[src/rtl/byte_bit_serializer.sv]
// byte_bit_serializer
// Purpose: takes bytes from a ready/valid source, queues them in a small
// FIFO and replays them one bit per clock toward a serial CRC stage. Frame
// boundaries travel with each byte so the downstream stage gets a bit stream
// with no gaps inside a frame, plus sof/axiol markers on the first and last bits.
//
// Ports:
//   clk    in   1  system clock, rising edge
//   rst_n  in   1  asynchronous reset, active-low
//   axiiv  in   1  input byte valid
//   axiid  in   8  input byte
//   axiil  in   1  input byte closes its frame (qualified by axiiv)
//   axiir  out  1  ready, registered; high while the FIFO has a free entry
//   axiov  out  1  output bit valid
//   axiod  out  1  output bit
//   axiol  out  1  last bit of the frame (qualified by axiov)
//   sof    out  1  pulse on the first bit of every frame
//
// Build option: define SER_IFG_EN to insert IFG_BITS idle cycles after each
// frame. Without it the next frame may follow the last bit directly.

module byte_bit_serializer #(
    parameter int FIFO_DEPTH = 2,
    parameter int MSB_FIRST  = 1,
    parameter int IFG_BITS   = 96
) (
    input  logic       clk,
    input  logic       rst_n,
    input  logic       axiiv,
    input  logic [7:0] axiid,
    input  logic       axiil,
    output logic       axiir,
    output logic       axiov,
    output logic       axiod,
    output logic       axiol,
    output logic       sof
);

    localparam int PTR_W = $clog2(FIFO_DEPTH);
    localparam int CNT_W = $clog2(FIFO_DEPTH + 1);

    localparam logic [1:0] ST_IDLE  = 2'd0;
    localparam logic [1:0] ST_SHIFT = 2'd1;
    localparam logic [1:0] ST_STALL = 2'd2;
`ifdef SER_IFG_EN
    localparam logic [1:0] ST_GAP   = 2'd3;
    localparam int         GAP_W    = $clog2(IFG_BITS + 1);
`endif

    // FIFO entries hold {last, data}
    logic [8:0]       mem_q [FIFO_DEPTH];
    logic [8:0]       mem_d [FIFO_DEPTH];
    logic [PTR_W-1:0] wr_ptr_q, wr_ptr_d;
    logic [PTR_W-1:0] rd_ptr_q, rd_ptr_d;
    logic [CNT_W-1:0] count_q, count_d;
    logic             axiir_q, axiir_d;

    logic [1:0]       state_q, state_d;
    logic [7:0]       shreg_q, shreg_d;
    logic [2:0]       bit_cnt_q, bit_cnt_d;
    logic             last_q, last_d;
    // sof_byte_q marks the byte in shreg as the first of a frame;
    // frame_start_q says the next popped byte opens a new frame
    logic             sof_byte_q, sof_byte_d;
    logic             frame_start_q, frame_start_d;
`ifdef SER_IFG_EN
    logic [GAP_W-1:0] gap_cnt_q, gap_cnt_d;
`endif

    logic             push;
    logic             pop;
    logic             fifo_empty;
    logic [8:0]       head;

    assign push       = axiiv && axiir_q;
    assign fifo_empty = (count_q == '0);
    assign head       = mem_q[rd_ptr_q];

    always_comb begin
        state_d       = state_q;
        shreg_d       = shreg_q;
        bit_cnt_d     = bit_cnt_q;
        last_d        = last_q;
        sof_byte_d    = sof_byte_q;
        frame_start_d = frame_start_q;
        pop           = 1'b0;
`ifdef SER_IFG_EN
        gap_cnt_d     = gap_cnt_q;
`endif

        case (state_q)
            ST_IDLE: begin
                if (!fifo_empty) begin
                    pop     = 1'b1;
                    state_d = ST_SHIFT;
                end
            end
            ST_SHIFT: begin
                bit_cnt_d = bit_cnt_q + 3'd1;
                shreg_d   = (MSB_FIRST != 0) ? {shreg_q[6:0], 1'b0} : {1'b0, shreg_q[7:1]};
                if (bit_cnt_q == 3'd7) begin
                    if (last_q) begin
                        frame_start_d = 1'b1;
`ifdef SER_IFG_EN
                        gap_cnt_d = '0;
                        state_d   = ST_GAP;
`else
                        // chain straight into the next frame when one is waiting
                        if (!fifo_empty) begin
                            pop = 1'b1;
                        end else begin
                            state_d = ST_IDLE;
                        end
`endif
                    end else if (!fifo_empty) begin
                        pop = 1'b1;
                    end else begin
                        state_d = ST_STALL;
                    end
                end
            end
            ST_STALL: begin
                if (!fifo_empty) begin
                    pop     = 1'b1;
                    state_d = ST_SHIFT;
                end
            end
`ifdef SER_IFG_EN
            ST_GAP: begin
                gap_cnt_d = gap_cnt_q + GAP_W'(1);
                // popping on the final gap cycle keeps the idle run at exactly IFG_BITS
                if (gap_cnt_q == GAP_W'(IFG_BITS - 1)) begin
                    if (!fifo_empty) begin
                        pop     = 1'b1;
                        state_d = ST_SHIFT;
                    end else begin
                        state_d = ST_IDLE;
                    end
                end
            end
`endif
            default: state_d = ST_IDLE;
        endcase

        if (pop) begin
            shreg_d       = head[7:0];
            last_d        = head[8];
            bit_cnt_d     = 3'd0;
            sof_byte_d    = frame_start_d;
            frame_start_d = 1'b0;
        end
    end

    always_comb begin
        mem_d    = mem_q;
        wr_ptr_d = wr_ptr_q;
        rd_ptr_d = rd_ptr_q;
        count_d  = count_q;
        if (push) begin
            mem_d[wr_ptr_q] = {axiil, axiid};
            wr_ptr_d        = wr_ptr_q + PTR_W'(1);
        end
        if (pop) begin
            rd_ptr_d = rd_ptr_q + PTR_W'(1);
        end
        if (push && !pop) begin
            count_d = count_q + CNT_W'(1);
        end else if (pop && !push) begin
            count_d = count_q - CNT_W'(1);
        end
        axiir_d = (count_d != CNT_W'(FIFO_DEPTH));
    end

    always_ff @(posedge clk or negedge rst_n) begin
        if (!rst_n) begin
            for (int i = 0; i < FIFO_DEPTH; i++) begin
                mem_q[i] <= '0;
            end
            wr_ptr_q      <= '0;
            rd_ptr_q      <= '0;
            count_q       <= '0;
            axiir_q       <= 1'b0;
            state_q       <= ST_IDLE;
            shreg_q       <= '0;
            bit_cnt_q     <= '0;
            last_q        <= 1'b0;
            sof_byte_q    <= 1'b0;
            frame_start_q <= 1'b1;
`ifdef SER_IFG_EN
            gap_cnt_q     <= '0;
`endif
        end else begin
            mem_q         <= mem_d;
            wr_ptr_q      <= wr_ptr_d;
            rd_ptr_q      <= rd_ptr_d;
            count_q       <= count_d;
            axiir_q       <= axiir_d;
            state_q       <= state_d;
            shreg_q       <= shreg_d;
            bit_cnt_q     <= bit_cnt_d;
            last_q        <= last_d;
            sof_byte_q    <= sof_byte_d;
            frame_start_q <= frame_start_d;
`ifdef SER_IFG_EN
            gap_cnt_q     <= gap_cnt_d;
`endif
        end
    end

    assign axiir = axiir_q;
    assign axiov = (state_q == ST_SHIFT);
    assign axiod = axiov && ((MSB_FIRST != 0) ? shreg_q[7] : shreg_q[0]);
    assign axiol = axiov && (bit_cnt_q == 3'd7) && last_q;
    assign sof   = axiov && (bit_cnt_q == 3'd0) && sof_byte_q;

endmodule

[config.mk]
export PLATFORM = sky130hd
export DESIGN_NAME = byte_bit_serializer
export DESIGN_NICKNAME = d
export VERILOG_FILES = /design/src/rtl/byte_bit_serializer.sv
export SDC_FILE = /design/constraint.sdc
export NUM_CORES = 1
export LEC_CHECK = 0
export ABC_AREA = 1
export CAP_MARGIN = 0
export CORE_ASPECT_RATIO = 1.5
export CORE_MARGIN = 2
export CORE_UTILIZATION = 45
export DETAILED_ROUTE_END_ITERATION = 6
export GPL_TIMING_DRIVEN = 0
export SYNTH_ARGS = -nofsm -noshare
export SYNTH_HDL_FRONTEND = slang
export SYNTH_SLANG_ARGS = --single-unit
export TNS_END_PERCENT = 5
[constraint.sdc]
create_clock -name clk -period 2.4 [get_ports clk]
set_clock_uncertainty 0.1 [all_clocks]
set_input_delay 0.48 -clock clk [delete_from_list [all_inputs] [get_ports clk]]
set_output_delay 0.48 -clock clk [all_outputs]
set_load 0.01 [all_outputs]
==> flow_summary.yaml <==
status:
  status: "finished clean"
synthesis:
  synthXorXnorAreaFrac: 0.00449
  synth_compound_area_frac: 0.129
  yosysSeqAreaShare: 0.501
  syn_inst: 205
  synthMuxAreaShare: 0.00513
  yosys_register_bits: 39
  yosysUniqueCellTypes: 30
  netlist_area_um2: 1950
  synth_top_family_by_area: "simple AND/OR/NAND/NOR gates"
  synth-adder-area-share: 0.0256
  syn_nets: 221
  synth-simple-area-share: 0.226
  yosysWarnings: 0
  syn_area_per_cell_um2: 9.52
cts:
  clkTransAtPathRegs_ps: 70
  root_buffer: "clkbuf_8"
  cts_setup_buffers: 0
  clockBufferDepth: 2
  cts_buffers: 5
  clock-sinks: 39
  cts_tree: "yes"
  htree_levels: 2
  worstSkewPairLatency_ps: 290
critical_path:
  crit_path_start_kind: "register"
  crit_arrival_ps: 1650
  cp-end-kind: "primary output"
  cpPeakStageDelay_ps: 550
  worstSetupPathType: "register to primary output"
  crit_buf_inv: 2
  cp.required_ps: 1820
  slowest_stage: "clkdlybuf4s50_1"
  crit_path_max_fanout: 10
  cp_cell_sequence: "nor2_4 -> clkbuf_8 -> clkdlybuf4s50_1"
  crit_family: "buffers and inverters"
die:
  die_w_um: 57.8
  initial_core_util: 0.464
  die_area_um2: 4890
  core-area_um2: 4210
  io_pins: 17
  num_rows: 29
  dieHeight_um: 84.7
hold_path:
  min_path_type: "primary input to asynchronous set/reset pin"
global_route:
  grt_overflow: 0
  grt_pass1_vias: 1432
  antenna_found_initial: 0
  grt_max_degree: 40
  grt_pass1_wl_um: 6400
  grt_use_total: 0.168
sta:
  relSlewSlack: 0.418
  finalMaxSlewViolations: 0
  rsz0062_at_grt: "false"
  setup_viol: 0
  holdWs_ps: 210
  hold_viol: 0
  tightestPinTransition_ps: 872
  fin_crit_sh: 0.927
  fin_ws_ps: 175
  timing.fmax_mhz: 449
  min_period_ps: 2230
placed_design:
  dp_slack_ps: 290
  postPlaceCellArea_um2: 2160
  place_inst: 267
  gp_congestion: 0.850
  port_buffers: 16
  dp_hpwl_um: 2650
cells_and_area:
  nNetsFinal: 244
  postLayoutCellArea_um2: 2280
  regArea_um2: 977
  drive_above_1_share: 0.253
  multi_input_area_um2: 762
  nFillCells: 407
  n_antenna_cell: 0
  fin_cells: 275
  area_delta_synth_final_pct: 16.9
detailed_routing:
  vias: 1347
  first_pass_iters: 4
  drt_iter0_markers: 34
  drt-total-wl_um: 3580
  postRouteAntennaNets: 0
  routed_via_density: 4.90
  drc_errors: 0
  routedWlPerCell_um: 13.0
pwr:
  p_leak_nw: 1.17
  ir_worst_vdd_mv: 0.752
  power.density_nw_per_um2: 1290
  power_mw: 2.94
job:
  cap_viol_max_count: 0
## worst paths after layout
kind	from	endpoint	slack (ps)	depth (start not counted)
max	state_q[1]	axiov	170	3
min	rst_n	count_q[0]	210	1
max reg2reg	bit_cnt_q[0]	shreg_q[4]	730	9
min reg2reg	last_q	state_q[1]	350	1
max in group asynchronous	rst_n	bit_cnt_q[1]	1450	1
min in group clk	last_q	state_q[1]	350	1
## per-stage QoR
step	util	TNS, ps
2_1_floorplan	-	0
3_3_place_gp	0.515	-4980
3_5_place_dp	0.514	0
4_1_cts	0.542	0
5_1_grt	0.542	0
6_report	0.542	0
## what timing repair did
item                                    4_1_cts  5_1_grt
resized for setup                             1        0
endpoints found under the setup margin        1        0
hold buffers                                  0        0
## power by group
| part | switching [mW] | internal, mW |
|---|---|---|
| Sequential | 0.152 | 0.952 |
| Combinational | 0.749 | 0.531 |
| Clock | 0.220 | 0.336 |
| Total | 1.12 | 1.82 |
## registers in the layout, summed over array words and instances, names as in the netlist, 2 cells and up
| signal | count |
|---|---|
| bit_cnt_q | 3 |
| count_q | 2 |
| state_q | 2 |
| mem_q | 18 |
| shreg_q | 8 |
## final cells by class
type | instances | area share
Tap cell | 46 | 0.0252
Clock buffer | 6 | 0.0362
Inverter | 34 | 0.0570
Clock inverter | 2 | 0.0154
Buffer | 8 | 0.0362
Sequential cell | 39 | 0.428
Timing Repair Buffer | 16 | 0.0675
Multi-Input combinational cell | 124 | 0.334
## synthesized netlist by cell type, drive strengths merged
master	n	area share
nor3	1	0.0051
nor2	4	0.013
mux2i	1	0.0051
clkbuf	2	0.0096
dfstp	1	0.013
buf	6	0.033
o211ai	9	0.040
or2	2	0.0064
o31ai	1	0.0038
nand3	21	0.087
dfrtp	38	0.49
ha	4	0.026
o21ai	25	0.083
a21oi	1	0.0026
xor2	1	0.0045
nand2	54	0.11
inv	34	0.067
## per-layer routing
metal  vias up  track usage  part of all wire
met4         0       0.0634             0.015
met2        18        0.289              0.53
met1       625        0.202              0.42
met3         6       0.0370             0.027
met5         -            0                 0
li1        698            -                 -
## cells by family after synthesis
| group | count (synthesis) |
|---|---|
| buffers and inverters | 42 |
| DFF | 39 |
| AOI/OAI and AO/OA | 36 |
| adders and majority gates | 4 |
| and+or+nand+nor | 82 |
| muxes | 1 |
| xor gates and xnor gates | 1 |
## layout by cell type, fill, tap and decap left out, types with 3 or more instances in the layout
cell type and count:
buf_2 3, nand3_2 13, o21ai_2 10, nand3_1 8
nand2_1 48, clkbuf_8 7, ha_1 4, o211ai_1 7
nand2_2 5, inv_2 5, clkdlybuf4s50_1 14, inv_1 28
buf_6 3, o21ai_0 13, dfrtp_1 38
No activity file was read; power rests on OpenSTA's default activity.
